--- src/rtl/mario_sample_player_mc.sv ---
// mario_sample_player_mc: multi-channel sample player sharing one sample ROM through
// a time-sliced fetch arbiter, with per-channel volume scaling and a saturating mixer.
module mario_sample_player_mc #(
    parameter int NCH  = 3,
    parameter int AW   = 13,
    parameter int DIVW = 12
) (
    input  logic              I_CLK,
    input  logic              I_RSTn,
    input  logic [DIVW-1:0]   I_DIV,
    input  logic [3:0]        I_VOL,
    input  logic [NCH-1:0]    I_TRIG,
    input  logic [NCH-1:0]    I_STOP,
    input  logic [NCH-1:0]    I_RETRIG_EN,
    input  logic [NCH-1:0]    I_LOOP,
    input  logic [NCH*AW-1:0] I_START,
    input  logic [NCH*AW-1:0] I_LEN,
    output logic [AW-1:0]     O_ROM_ADDR,
    input  logic [15:0]       I_ROM_DATA,
    output logic [NCH-1:0]    O_BUSY,
    output logic [NCH*16-1:0] O_SND,
    output logic [15:0]       O_MIX
);
    localparam int SW = (NCH > 1) ? $clog2(NCH) : 1;

    logic [DIVW-1:0]    r_div_cnt;
    logic [SW-1:0]      r_slot;
    logic               r_phase;
    logic               r_armed;
    logic [NCH-1:0]     r_trig_q;
    logic [NCH-1:0]     r_play;
    logic [NCH-1:0]     r_pend;
    logic [AW-1:0]      r_ptr [NCH];
    logic [AW-1:0]      r_rem [NCH];
    logic signed [15:0] r_smp [NCH];
    logic               w_tick;
    logic [NCH-1:0]     w_edge;
    logic [NCH-1:0]     w_fetch;
    logic signed [20:0] w_prod [NCH];
    logic signed [18:0] w_sum;

    assign w_tick = (I_DIV != '0) && (r_div_cnt == I_DIV - DIVW'(1));
    // r_armed masks the first cycle after reset so a trigger held high through release is not an edge
    assign w_edge = I_TRIG & ~r_trig_q & {NCH{r_armed}};
    assign O_BUSY = r_play;

    always_comb begin
        w_sum   = '0;
        w_fetch = '0;
        for (int c = 0; c < NCH; c++) begin
            w_fetch[c] = r_phase && (r_slot == SW'(c)) && r_pend[c];
            w_prod[c]  = r_smp[c] * $signed({1'b0, I_VOL});
            w_sum      = w_sum + 19'($signed(O_SND[c*16 +: 16]));
        end
    end

    always_ff @(posedge I_CLK or negedge I_RSTn) begin
        if (!I_RSTn) begin
            r_div_cnt  <= '0;
            r_slot     <= '0;
            r_phase    <= 1'b0;
            r_armed    <= 1'b0;
            r_trig_q   <= '0;
            O_ROM_ADDR <= '0;
            O_SND      <= '0;
            O_MIX      <= '0;
        end else begin
            r_div_cnt <= (I_DIV == '0 || r_div_cnt >= I_DIV - DIVW'(1)) ? '0 : r_div_cnt + DIVW'(1);
            r_phase   <= ~r_phase;
            r_armed   <= 1'b1;
            r_trig_q  <= I_TRIG;
            if (r_phase)
                r_slot <= (r_slot == SW'(NCH - 1)) ? '0 : r_slot + SW'(1);
            else
                O_ROM_ADDR <= r_ptr[r_slot];
            for (int c = 0; c < NCH; c++)
                O_SND[c*16 +: 16] <= w_prod[c][19:4];
            O_MIX <= (w_sum > 19'sd32767) ? 16'h7FFF : (w_sum < -19'sd32768) ? 16'h8000 : w_sum[15:0];
        end
    end

    // Stop beats trigger; an accepted trigger beats a fetch in the same cycle (fetch cancelled).
    always_ff @(posedge I_CLK or negedge I_RSTn) begin
        if (!I_RSTn) begin
            r_play <= '0;
            r_pend <= '0;
            for (int c = 0; c < NCH; c++) begin
                r_ptr[c] <= '0;
                r_rem[c] <= '0;
                r_smp[c] <= '0;
            end
        end else begin
            for (int c = 0; c < NCH; c++) begin
                if (I_STOP[c]) begin
                    r_play[c] <= 1'b0;
                    r_pend[c] <= 1'b0;
                    r_smp[c]  <= '0;
                end else if (w_edge[c] && (r_play[c] ? I_RETRIG_EN[c] : (I_LEN[c*AW +: AW] != '0))) begin
                    r_play[c] <= 1'b1;
                    r_pend[c] <= 1'b0;
                    r_ptr[c]  <= I_START[c*AW +: AW];
                    r_rem[c]  <= I_LEN[c*AW +: AW];
                    if (!r_play[c])
                        r_smp[c] <= '0;
                end else if (r_play[c]) begin
                    r_pend[c] <= w_tick | (r_pend[c] & ~w_fetch[c]);
                    if (w_fetch[c]) begin
                        r_smp[c] <= I_ROM_DATA;
                        r_ptr[c] <= r_ptr[c] + AW'(1);
                        r_rem[c] <= r_rem[c] - AW'(1);
                        if (r_rem[c] == AW'(1)) begin
                            if (I_LOOP[c]) begin
                                r_ptr[c] <= I_START[c*AW +: AW];
                                r_rem[c] <= I_LEN[c*AW +: AW];
                            end else begin
                                r_play[c] <= 1'b0;
                                r_pend[c] <= 1'b0;
                            end
                        end
                    end
                end else begin
                    r_smp[c] <= '0;
                end
            end
        end
    end
endmodule

--- config.mk ---
export PLATFORM = sky130hd
export DESIGN_NAME = mario_sample_player_mc
export DESIGN_NICKNAME = d
export VERILOG_FILES = /design/src/rtl/mario_sample_player_mc.sv
export SDC_FILE = /design/constraint.sdc
export NUM_CORES = 1
export LEC_CHECK = 0
export BUFFER_PORTS_ARGS = -buffer_cell sky130_fd_sc_hd__buf_4
export CAP_MARGIN = 0
export CORE_UTILIZATION = 40
export CTS_BUF_LIST = sky130_fd_sc_hd__clkbuf_8 sky130_fd_sc_hd__clkbuf_16
export DETAILED_ROUTE_END_ITERATION = 8
export SETUP_SLACK_MARGIN = 0.2
export SYNTH_ARGS = -nofsm -noshare
export SYNTH_HDL_FRONTEND = slang
export SYNTH_SLANG_ARGS = --single-unit
--- constraint.sdc ---
create_clock -name I_CLK -period 4.4 [get_ports I_CLK]
set_input_delay 0.66 -clock I_CLK [delete_from_list [all_inputs] [get_ports I_CLK]]
set_output_delay 0.66 -clock I_CLK [all_outputs]
set_load 0.01 [all_outputs]
==> flow_summary.yaml, run 1 <==
outcome:
  status: "completed"
route:
  wl_um: 46650
  drtAntennaViolNets: 0
  firstDrtPassIters: 5
  wl_per_cell_um: 16.40
  viasPerCell: 5.181
  drt_iter0_markers: 880
  via_count: 14740
  route.detailed.drc: 0
setup_path:
  worst-setup-path-type: "flop to flop"
  crit_arrival_ps: 4470
  crit_start: "r_smp[33]"
  crit_path_max_fanout: 5
  path_cells: "and2_1 -> ha_1 -> inv_1 -> fa_1 -> fa_1 -> inv_1 -> ha_1 -> and3_1 -> a221o_1 -> and3_1 -> o221ai_1 -> buf_4 -> a21oi_2 -> a21o_1 -> a21oi_1 -> xnor2_1"
  crit_buf_inv: 3
  cp_slowest_cell: "fa_1"
  slowest_delay_ps: 490
  crit_path_start_kind: "flop"
  worst_setup_path_end_kind: "flop"
  rr_startpoint: "r_smp[33]"
  required_ps: 4890
  cp_top_family: "adder cells"
clock_tree:
  cts_tree: "yes"
  cts_sinks: 228
  cts_max_level: 1
  path_clk_slew_ps: 60
  ctsHoldBuffers: 0
  numCtsBuffers: 29
  cts_buffer_depth: 3
  insertion_delay_ps: 570
  cts_root_buf: "clkbuf_16"
yosys:
  synth-seq-cells: 228
  yosysTopAreaCellShare: 0.3142
  ys_seq_area_frac: 0.3142
  syn-num-nets: 2412
  syn-cell-area_sq_mm: 0.01816
  synth_area_leaders: "dfrtp_1, fa_1, ha_1"
  synthCells: 2034
  syn_area_per_cell_sq_um: 8.928
  async_flop_share: 1.000
  synth.distinct_cells: 72
  yosys.area.top_type: "dfrtp_1"
  synth_ff_type: "dfrtp_1"
  yosys_warnings: 0
  synth_edf_count: 0
power:
  power_leakage_nw: 11.01
  irDropWorstVdd_mv: 0.2194
  power_density_mw_per_mm2: 287.4
  power_mw: 6.143
finish:
  final-instance-count-excl-fill: 2845
  drive_gt1_frac: 0.1439
  syn2layout_area_growth_pct: 17.72
  postLayoutCoreUtil: 0.4802
  final_cell_mix: "inv_1, buf_4, dfrtp_1"
  nets: 2613
  final_common_cell: "inv_1"
floorplan:
  fp-row-count: 77
  die_w_um: 215.1
  dieArea_sq_mm: 0.04625
  ioPinCount: 204
  die_y_um: 215.1
  core_area_sq_mm: 0.04451
  start_util: 0.4080
timing:
  min_period_ps: 3975
  maxSlewHeadroom: 0.2242
  hold_violations: 0
  setup_viol: 0
  fmax_mhz: 251.6
  finClkSkew_ps: 29.55
  tightest_slew_ps: 1164
  slew_violations: 0
  rsz0062_at_grt: "false"
  fin_crit_sh: 0.9034
hold_path:
  hp-class: "primary input to async pin"
grt:
  grt_pass1_wl_um: 76750
  gr-total-overflow: 0
  grt_pass1_vias: 15070
  grt_max_degree: 109
  track_usage: 0.2042
  antenna_found_initial: 2
placed_design:
  place_congestion: 0.8543
  portBuffers: 203
  placed_cells: 2794
  dp_hpwl_um: 36950
run:
  cap_viol_max_count: 0
## final timing paths
path,to,slack [ps],cells after the start
setup / recovery,O_SND[12],420,16
hold / removal,O_SND[16],130,1
setup reg to reg,O_SND[12],420,16
hold reg to reg,r_rem[32],480,2
max in group asynchronous,r_rem[32],3230,2
min in group I_CLK,r_trig_q[1],240,1
## logic make-up after synthesis
kind of cell,Yosys count,synth area share
flip-flops,228,0.3142
AO/OA/AOI/OAI,404,0.1338
other,1,0.0002065
adder cells (fa/ha/maj),254,0.2205
XOR/XNOR,82,0.03955
multiplexers,62,0.03425
buffers and inverters,338,0.07324
AND/OR/NAND/NOR,665,0.1842
## synth_stat cells, drive strengths merged (25+ instances only)
master	n
inv	258
dfrtp	228
nor2	156
a21oi	151
nand2	147
ha	144
and2	138
o21ai	115
fa	110
mux2i	61
clkbuf	55
nand3	55
xnor2	54
nor3	50
xor2	28
buf	25
## routing by layer
layer | global-route usage | routed length, um
met1 | 0.2630 | 20750
met2 | 0.3611 | 22840
met3 | 0.02463 | 1965
met4 | 0.05343 | 1074
met5 | 0 | 17
## worst reg2reg max path, cell delays in order (launching register included)
cell	delay (ps)
dfrtp_1	430
and2_1	170
ha_1	290
inv_1	70
fa_1	420
fa_1	490
inv_1	40
ha_1	280
and3_1	180
a221o_1	350
and3_1	220
o221ai_1	200
buf_4	170
a21oi_2	80
a21o_1	220
a21oi_1	170
xnor2_1	130
## area by class of cell
cell class                      count  area (sq um)
Antenna cell                        1         2.502
Clock buffer                       35         808.3
Clock inverter                     13         88.84
Fill cell                        4279         23130
Inverter                          258         968.4
Multi-Input combinational cell   1468         11160
Sequential cell                   228          5705
Tap cell                          592         740.7
Timing Repair Buffer              250          1897
## sequential cells by signal, indices dropped and copies added (netlist names)
name / flops
O_BUSY: 3
r_ptr: 39
r_smp: 48
O_SND: 48
r_div_cnt: 12
r_slot: 2
r_rem: 39
r_trig_q: 3
r_pend: 3
r_phase: 1
O_ROM_ADDR: 13
r_armed: 1
O_MIX: 16
## repair_timing
| item | in CTS | in global routing |
|---|---|---|
| setup endpoints to repair | 0 | 7 |
| buffers inserted | 0 | 2 |
| resized for setup | 0 | 1 |
## power by group
part	leakage [nW]	switching [mW]	total [mW]	internal (mW)
logic	7.57	0.652	1.15	0.502
clock network	0.467	0.913	2.25	1.34
registers	2.97	0.343	2.74	2.39
## through the flow
step	worst slack [ps]	hold slack, ps	setup TNS [ps]	instance area (sq um)
6_report	424.9	134.9	0	21380
3_3_place_gp	-83.58	469.9	-197.3	20460
2_1_floorplan	209.6	364.4	0	18190
5_1_grt	211.7	206.3	0	21380
4_1_cts	278.8	194.2	0	21350
3_5_place_dp	-110.8	481.8	-621.1	20460
No activity file was read; power rests on OpenSTA's default activity.
==> run 2: changes to the inputs <==
==> constraint.sdc (replaced) <==
create_clock -name I_CLK -period 3.35 [get_ports I_CLK]
set_input_delay 0.5025 -clock I_CLK [delete_from_list [all_inputs] [get_ports I_CLK]]
set_output_delay 0.5025 -clock I_CLK [all_outputs]
set_load 0.01 [all_outputs]
==> run 2 against run 1 <==
Effect of this change:
- the flow now finishes with violations (setup timing)
- wire length is 8.4% higher
- power up 40%
- non-clock buffer count is 194 higher
- worst setup slack got worse by 850 ps
==> flow_summary.yaml, run 2 (same netlist as run 1, synthesis figures left out) <==
outcome:
  status: "finished, violations left"
  violations: "setup timing"
route:
  drt_iter0_markers: 916
  wl_um: 50550
  firstDrtPassIters: 6
  via_count: 15680
  wl_per_cell_um: 16.62
  viasPerCell: 5.154
  drtAntennaViolNets: 0
  route.detailed.drc: 0
timing:
  rsz0062_at_grt: "true"
  tightest_slew_ps: 1142
  fin_crit_sh: 1.126
  hold_slack_ps: 46.41
  worst_slack_ps: -422.4
  fmax_mhz: 265.1
  setup_viol: 50
  maxSlewHeadroom: 0.2389
  min_period_ps: 3772
  hold_violations: 0
  finClkSkew_ps: 64.10
  slew_violations: 0
setup_path:
  slowest_delay_ps: 510
  crit_start: "r_smp[34]"
  cp_slowest_cell: "fa_1"
  worst-setup-path-type: "flop to flop"
  required_ps: 3810
  endpoint: "O_SND[12]"
  crit_path_max_fanout: 3
  r2r_slack_ps: -420
  worst-path-stages: 15
  crit_buf_inv: 2
  worst_setup_path_end_kind: "flop"
  cp_top_family: "adder cells"
  crit_path_start_kind: "flop"
  crit_arrival_ps: 4240
  rr_startpoint: "r_smp[34]"
  path_cells: "and2_4 -> ha_4 -> inv_2 -> fa_1 -> fa_1 -> inv_2 -> ha_4 -> and3_4 -> a221o_1 -> and3_4 -> o221ai_4 -> a21oi_4 -> a21o_1 -> a21oi_2 -> xnor2_1"
  r2r-end: "O_SND[12]"
  ff2ff_path_depth: 15
power:
  power_leakage_nw: 12.28
  power_mw: 8.573
  irDropWorstVdd_mv: 0.4657
  power_density_mw_per_mm2: 353.6
grt:
  grt_max_degree: 63
  gr-total-overflow: 0
  grt_pass1_wl_um: 81500
  track_usage: 0.2174
  grt_pass1_vias: 16010
  antenna_found_initial: 0
clock_tree:
  cts_buffer_depth: 3
  insertion_delay_ps: 600
  cts_sinks: 228
  cts_max_level: 1
  numCtsBuffers: 28
  cts_root_buf: "clkbuf_16"
  cts_tree: "yes"
  path_clk_slew_ps: 60
finish:
  fillers: 4016
  syn2layout_area_growth_pct: 33.52
  nets: 2807
  final_common_cell: "buf_4"
  design_area_sq_mm: 0.02425
  regArea_sq_mm: 0.005709
  reg.largest.list: "O_SND: 48 flops, r_smp: 48 flops"
  final_cell_mix: "buf_4, inv_1, dfrtp_1"
  multiInputGateArea_sq_mm: 0.01217
  drive_gt1_frac: 0.2773
placed_design:
  place_congestion: 0.8570
  placed_cell_area_sq_mm: 0.02182
  dp_worst_setup_slack_ps: -753.4
  dp_hpwl_um: 38130
  portBuffers: 203
floorplan:
  core_area_sq_mm: 0.04451
  dieArea_sq_mm: 0.04625
  fp-row-count: 77
  start_util: 0.4080
  die_y_um: 215.1
  die_w_um: 215.1
  ioPinCount: 204
hold_path:
  hp-class: "primary input to flop"
run:
  cap_viol_max_count: 0
## run 2: cell count changes in the layout (fill, tap and decap cells not counted), sizes merged
| cell | change |
|---|---|
| clkbuf | -3 |
| clkinvlp | +3 |
| buf | +191 |
| a21oi | +1 |
| inv | -4 |
| bufinv | +6 |
| dlygate4sd3 | +3 |
## run 2: worst min path at each step
stage,startpoint,end,cells after the start
floorplan,I_RSTn,O_BUSY[0],0
global placement,r_rem[32],r_rem[32],2
detailed placement,I_RSTn,O_SND[16],1
CTS,I_TRIG[2],r_trig_q[2],1
global route,I_TRIG[2],r_trig_q[2],1
finish,I_TRIG[2],r_trig_q[2],1
## run 2: area by class of cell
class                   instances  share of cell area
diodes                          1           0.0001032
clock buffers                  32             0.03117
clock inverters                18             0.01228
inverters                     258             0.03994
multi-input cells            1469              0.5018
flip-flops and latches        228              0.2355
well taps                     592             0.03055
repair buffers                444              0.1487
## run 2: per-layer routing
metal / up-vias / GRT usage / wire, um
li1: 7603 / - / -
met1: 7612 / 0.2756 / 21690
met2: 390 / 0.3854 / 25220
met3: 72 / 0.02944 / 2272
met4: 0 / 0.06052 / 1377
met5: - / 0 / 0
## run 2: where the power goes
group / switching, mW / total [mW] / leakage, nW / internal (mW)
combinational: 0.860 / 1.53 / 8.80 / 0.671
clock: 1.29 / 3.45 / 0.511 / 2.15
sequential: 0.451 / 3.59 / 2.97 / 3.14
## run 2: what timing repair did
action / CTS / global route
endpoints found under the hold margin: 56 / 0
hold buffers: 3 / 0
setup endpoints to repair: 57 / 70
gates cloned: 2 / 0
pin swaps: 84 / 62
gates resized for setup: 106 / 85
setup buffers: 37 / 17
## run 2: per-stage QoR
stage	instances	setup TNS, ps	utilization
finish	3042	-7562	0.5447
global route	3041	-13220	0.5447
CTS	3024	-6881	0.5328
detailed placement	2932	-24990	0.4903
global placement	2932	-21520	0.4903
floorplan	2034	-9259	-
==> run 3: changes to the inputs <==
--- a/config.mk
+++ b/config.mk
@@ -11,6 +11,7 @@
 export CTS_BUF_LIST = sky130_fd_sc_hd__clkbuf_8 sky130_fd_sc_hd__clkbuf_16
 export DETAILED_ROUTE_END_ITERATION = 8
 export SETUP_SLACK_MARGIN = 0.2
+export SKIP_CTS_REPAIR_TIMING = 1
 export SYNTH_ARGS = -nofsm -noshare
 export SYNTH_HDL_FRONTEND = slang
 export SYNTH_SLANG_ARGS = --single-unit
==> run 3 against run 2 <==
Effect of this change:
- the flow still finishes with violations (setup timing)
- clock power hardly changed
- clock-buffer cell count stayed put
- core utilization is 1.4 points lower
- hold slack worse by 19 ps
- sequential cell count stayed put
- sequential power hardly changed
- maximum frequency is 0.26% higher
- wire length is 2.8% lower
==> flow_summary.yaml, run 3 (same netlist as run 1, synthesis figures left out) <==
clock_tree:
  cts_max_level: 1
  cts_buffer_depth: 3
  cts_sinks: 228
  path_clk_slew_ps: 60
  insertion_delay_ps: 600
  cts_root_buf: "clkbuf_16"
  cts_tree: "yes"
  numCtsBuffers: 28
finish:
  reg.largest.list: "O_SND: 48 flops, r_smp: 48 flops"
  nets: 2767
  design_area_sq_mm: 0.02364
  postLayoutCoreUtil: 0.5312
  final_common_cell: "buf_4"
  drive_gt1_frac: 0.2545
  fillers: 4090
  syn2layout_area_growth_pct: 30.21
  final_cell_mix: "buf_4, inv_1, dfrtp_1"
grt:
  use_met2: 0.3703
  use_met1: 0.2720
  grt_pass1_wl_um: 79220
  track_usage: 0.2108
  gr-total-overflow: 0
  grt.busiest_layer: "met2"
  grt_pass1_vias: 15610
  grt_max_degree: 63
  antenna_found_initial: 0
  met3_usage: 0.02887
timing:
  rsz0062_at_grt: "true"
  finClkSkew_ps: 61.44
  worst_slack_ps: -412.7
  slew_violations: 0
  hold_slack_ps: 27.78
  setup_tns_ps: -7107
  fmax_mhz: 265.8
  fin_crit_sh: 1.123
  min_period_ps: 3763
  maxSlewHeadroom: 0.2512
  setup_viol: 39
  tightest_slew_ps: 1123
  hold_violations: 0
setup_path:
  required_ps: 3820
  slowest_delay_ps: 500
  cp_slowest_cell: "fa_1"
  path_cells: "and2_4 -> ha_4 -> inv_2 -> fa_1 -> fa_1 -> inv_2 -> ha_4 -> and3_4 -> a221o_1 -> and3_4 -> o221ai_4 -> a21oi_4 -> a41oi_4 -> and2b_1 -> xnor2_1"
  crit_arrival_ps: 4230
  cp_top_family: "adder cells"
  crit_buf_inv: 2
  crit_path_start_kind: "flop"
  worst_setup_path_end_kind: "flop"
  crit_path_max_fanout: 4
  worst-setup-path-type: "flop to flop"
power:
  intPower_mw: 5.967
  power_leakage_nw: 12.04
  power_mw: 8.565
  irDropWorstVdd_mv: 0.4615
  power_density_mw_per_mm2: 362.3
  switchingPower_mw: 2.598
  seqPwrFrac: 0.420
  clock_power_share: 0.402
  swShare: 0.3033
  p_comb_frac: 0.179
floorplan:
  die_w_um: 215.1
  start_util: 0.4080
  ioPinCount: 204
  dieArea_sq_mm: 0.04625
  core_area_sq_mm: 0.04451
  die_y_um: 215.1
  fp-row-count: 77
outcome:
  status: "finished, violations left"
  violations: "setup timing"
hold_path:
  hp-class: "primary input to flop"
placed_design:
  placed_cell_area_sq_mm: 0.02182
  dp_hpwl_um: 38130
  place_congestion: 0.8570
  portBuffers: 203
route:
  wl_per_cell_um: 16.37
  route.detailed.drc: 0
  via_count: 15390
  firstDrtPassIters: 5
  wl_um: 49150
  drtAntennaViolNets: 0
  drt_iter0_markers: 726
  viasPerCell: 5.125
run:
  cap_viol_max_count: 0
==> run 3: changes by cell type in the layout (fill, tap and decap cells not counted), moves of 4 or more <==
| cell | change |
|---|---|
| inv_2 | -4 |
| and2_1 | +4 |
| ha_4 | -4 |
| inv_1 | +4 |
| and2_4 | -4 |
| buf_4 | -16 |
| a21oi_4 | -4 |
| ha_1 | +6 |
| buf_6 | -21 |
==> run 3: power groups by stage <==
stage	sequential, mW	clock, mW	combinational, mW
2_1_floorplan	3.52	0	0.958
3_3_place_gp	3.62	0	1.49
3_5_place_dp	3.63	0	1.53
4_1_cts	3.59	3.52	1.53
5_1_grt	3.66	3.64	1.74
6_report	3.59	3.44	1.53
==> run 3: worst paths after layout <==
kind	start	cells after the start	end	slack, ps
worst max-delay path	r_smp[33]	15	O_SND[13]	-410
worst min-delay path	I_TRIG[1]	1	r_trig_q[1]	30
worst max register to register	r_smp[33]	15	O_SND[13]	-410
worst min register to register	r_rem[32]	2	r_rem[32]	500
max in group asynchronous	I_RSTn	3	r_smp[29]	1990
min in group asynchronous	I_RSTn	2	r_smp[2]	460
==> run 3: area by class of cell <==
| type | count | area (sq um) | share of cell area |
|---|---|---|---|
| multi-input combinational | 1468 | 11950 | 0.5056 |
| antenna | 1 | 2.502 | 0.0001058 |
| inverter | 258 | 968.4 | 0.04096 |
| timing repair buffer | 405 | 3216 | 0.1360 |
| clock inverter | 18 | 297.8 | 0.01259 |
| clock buffer | 32 | 755.7 | 0.03196 |
| sequential | 228 | 5709 | 0.2415 |
| tap | 592 | 740.7 | 0.03133 |
==> run 3: layer usage <==
metal	vias to the layer above	routed length, um
li1	7515	-
met1	7475	21680
met2	336	24230
met3	59	2009
met4	0	1233
met5	-	0
==> run 3: per-stage QoR <==
step | cells | setup WS [ps]
2_1_floorplan | 2034 | -473.4
3_3_place_gp | 2932 | -674.8
3_5_place_dp | 2932 | -753.4
4_1_cts | 2982 | -523.9
5_1_grt | 3001 | -617.4
6_report | 3002 | -412.7
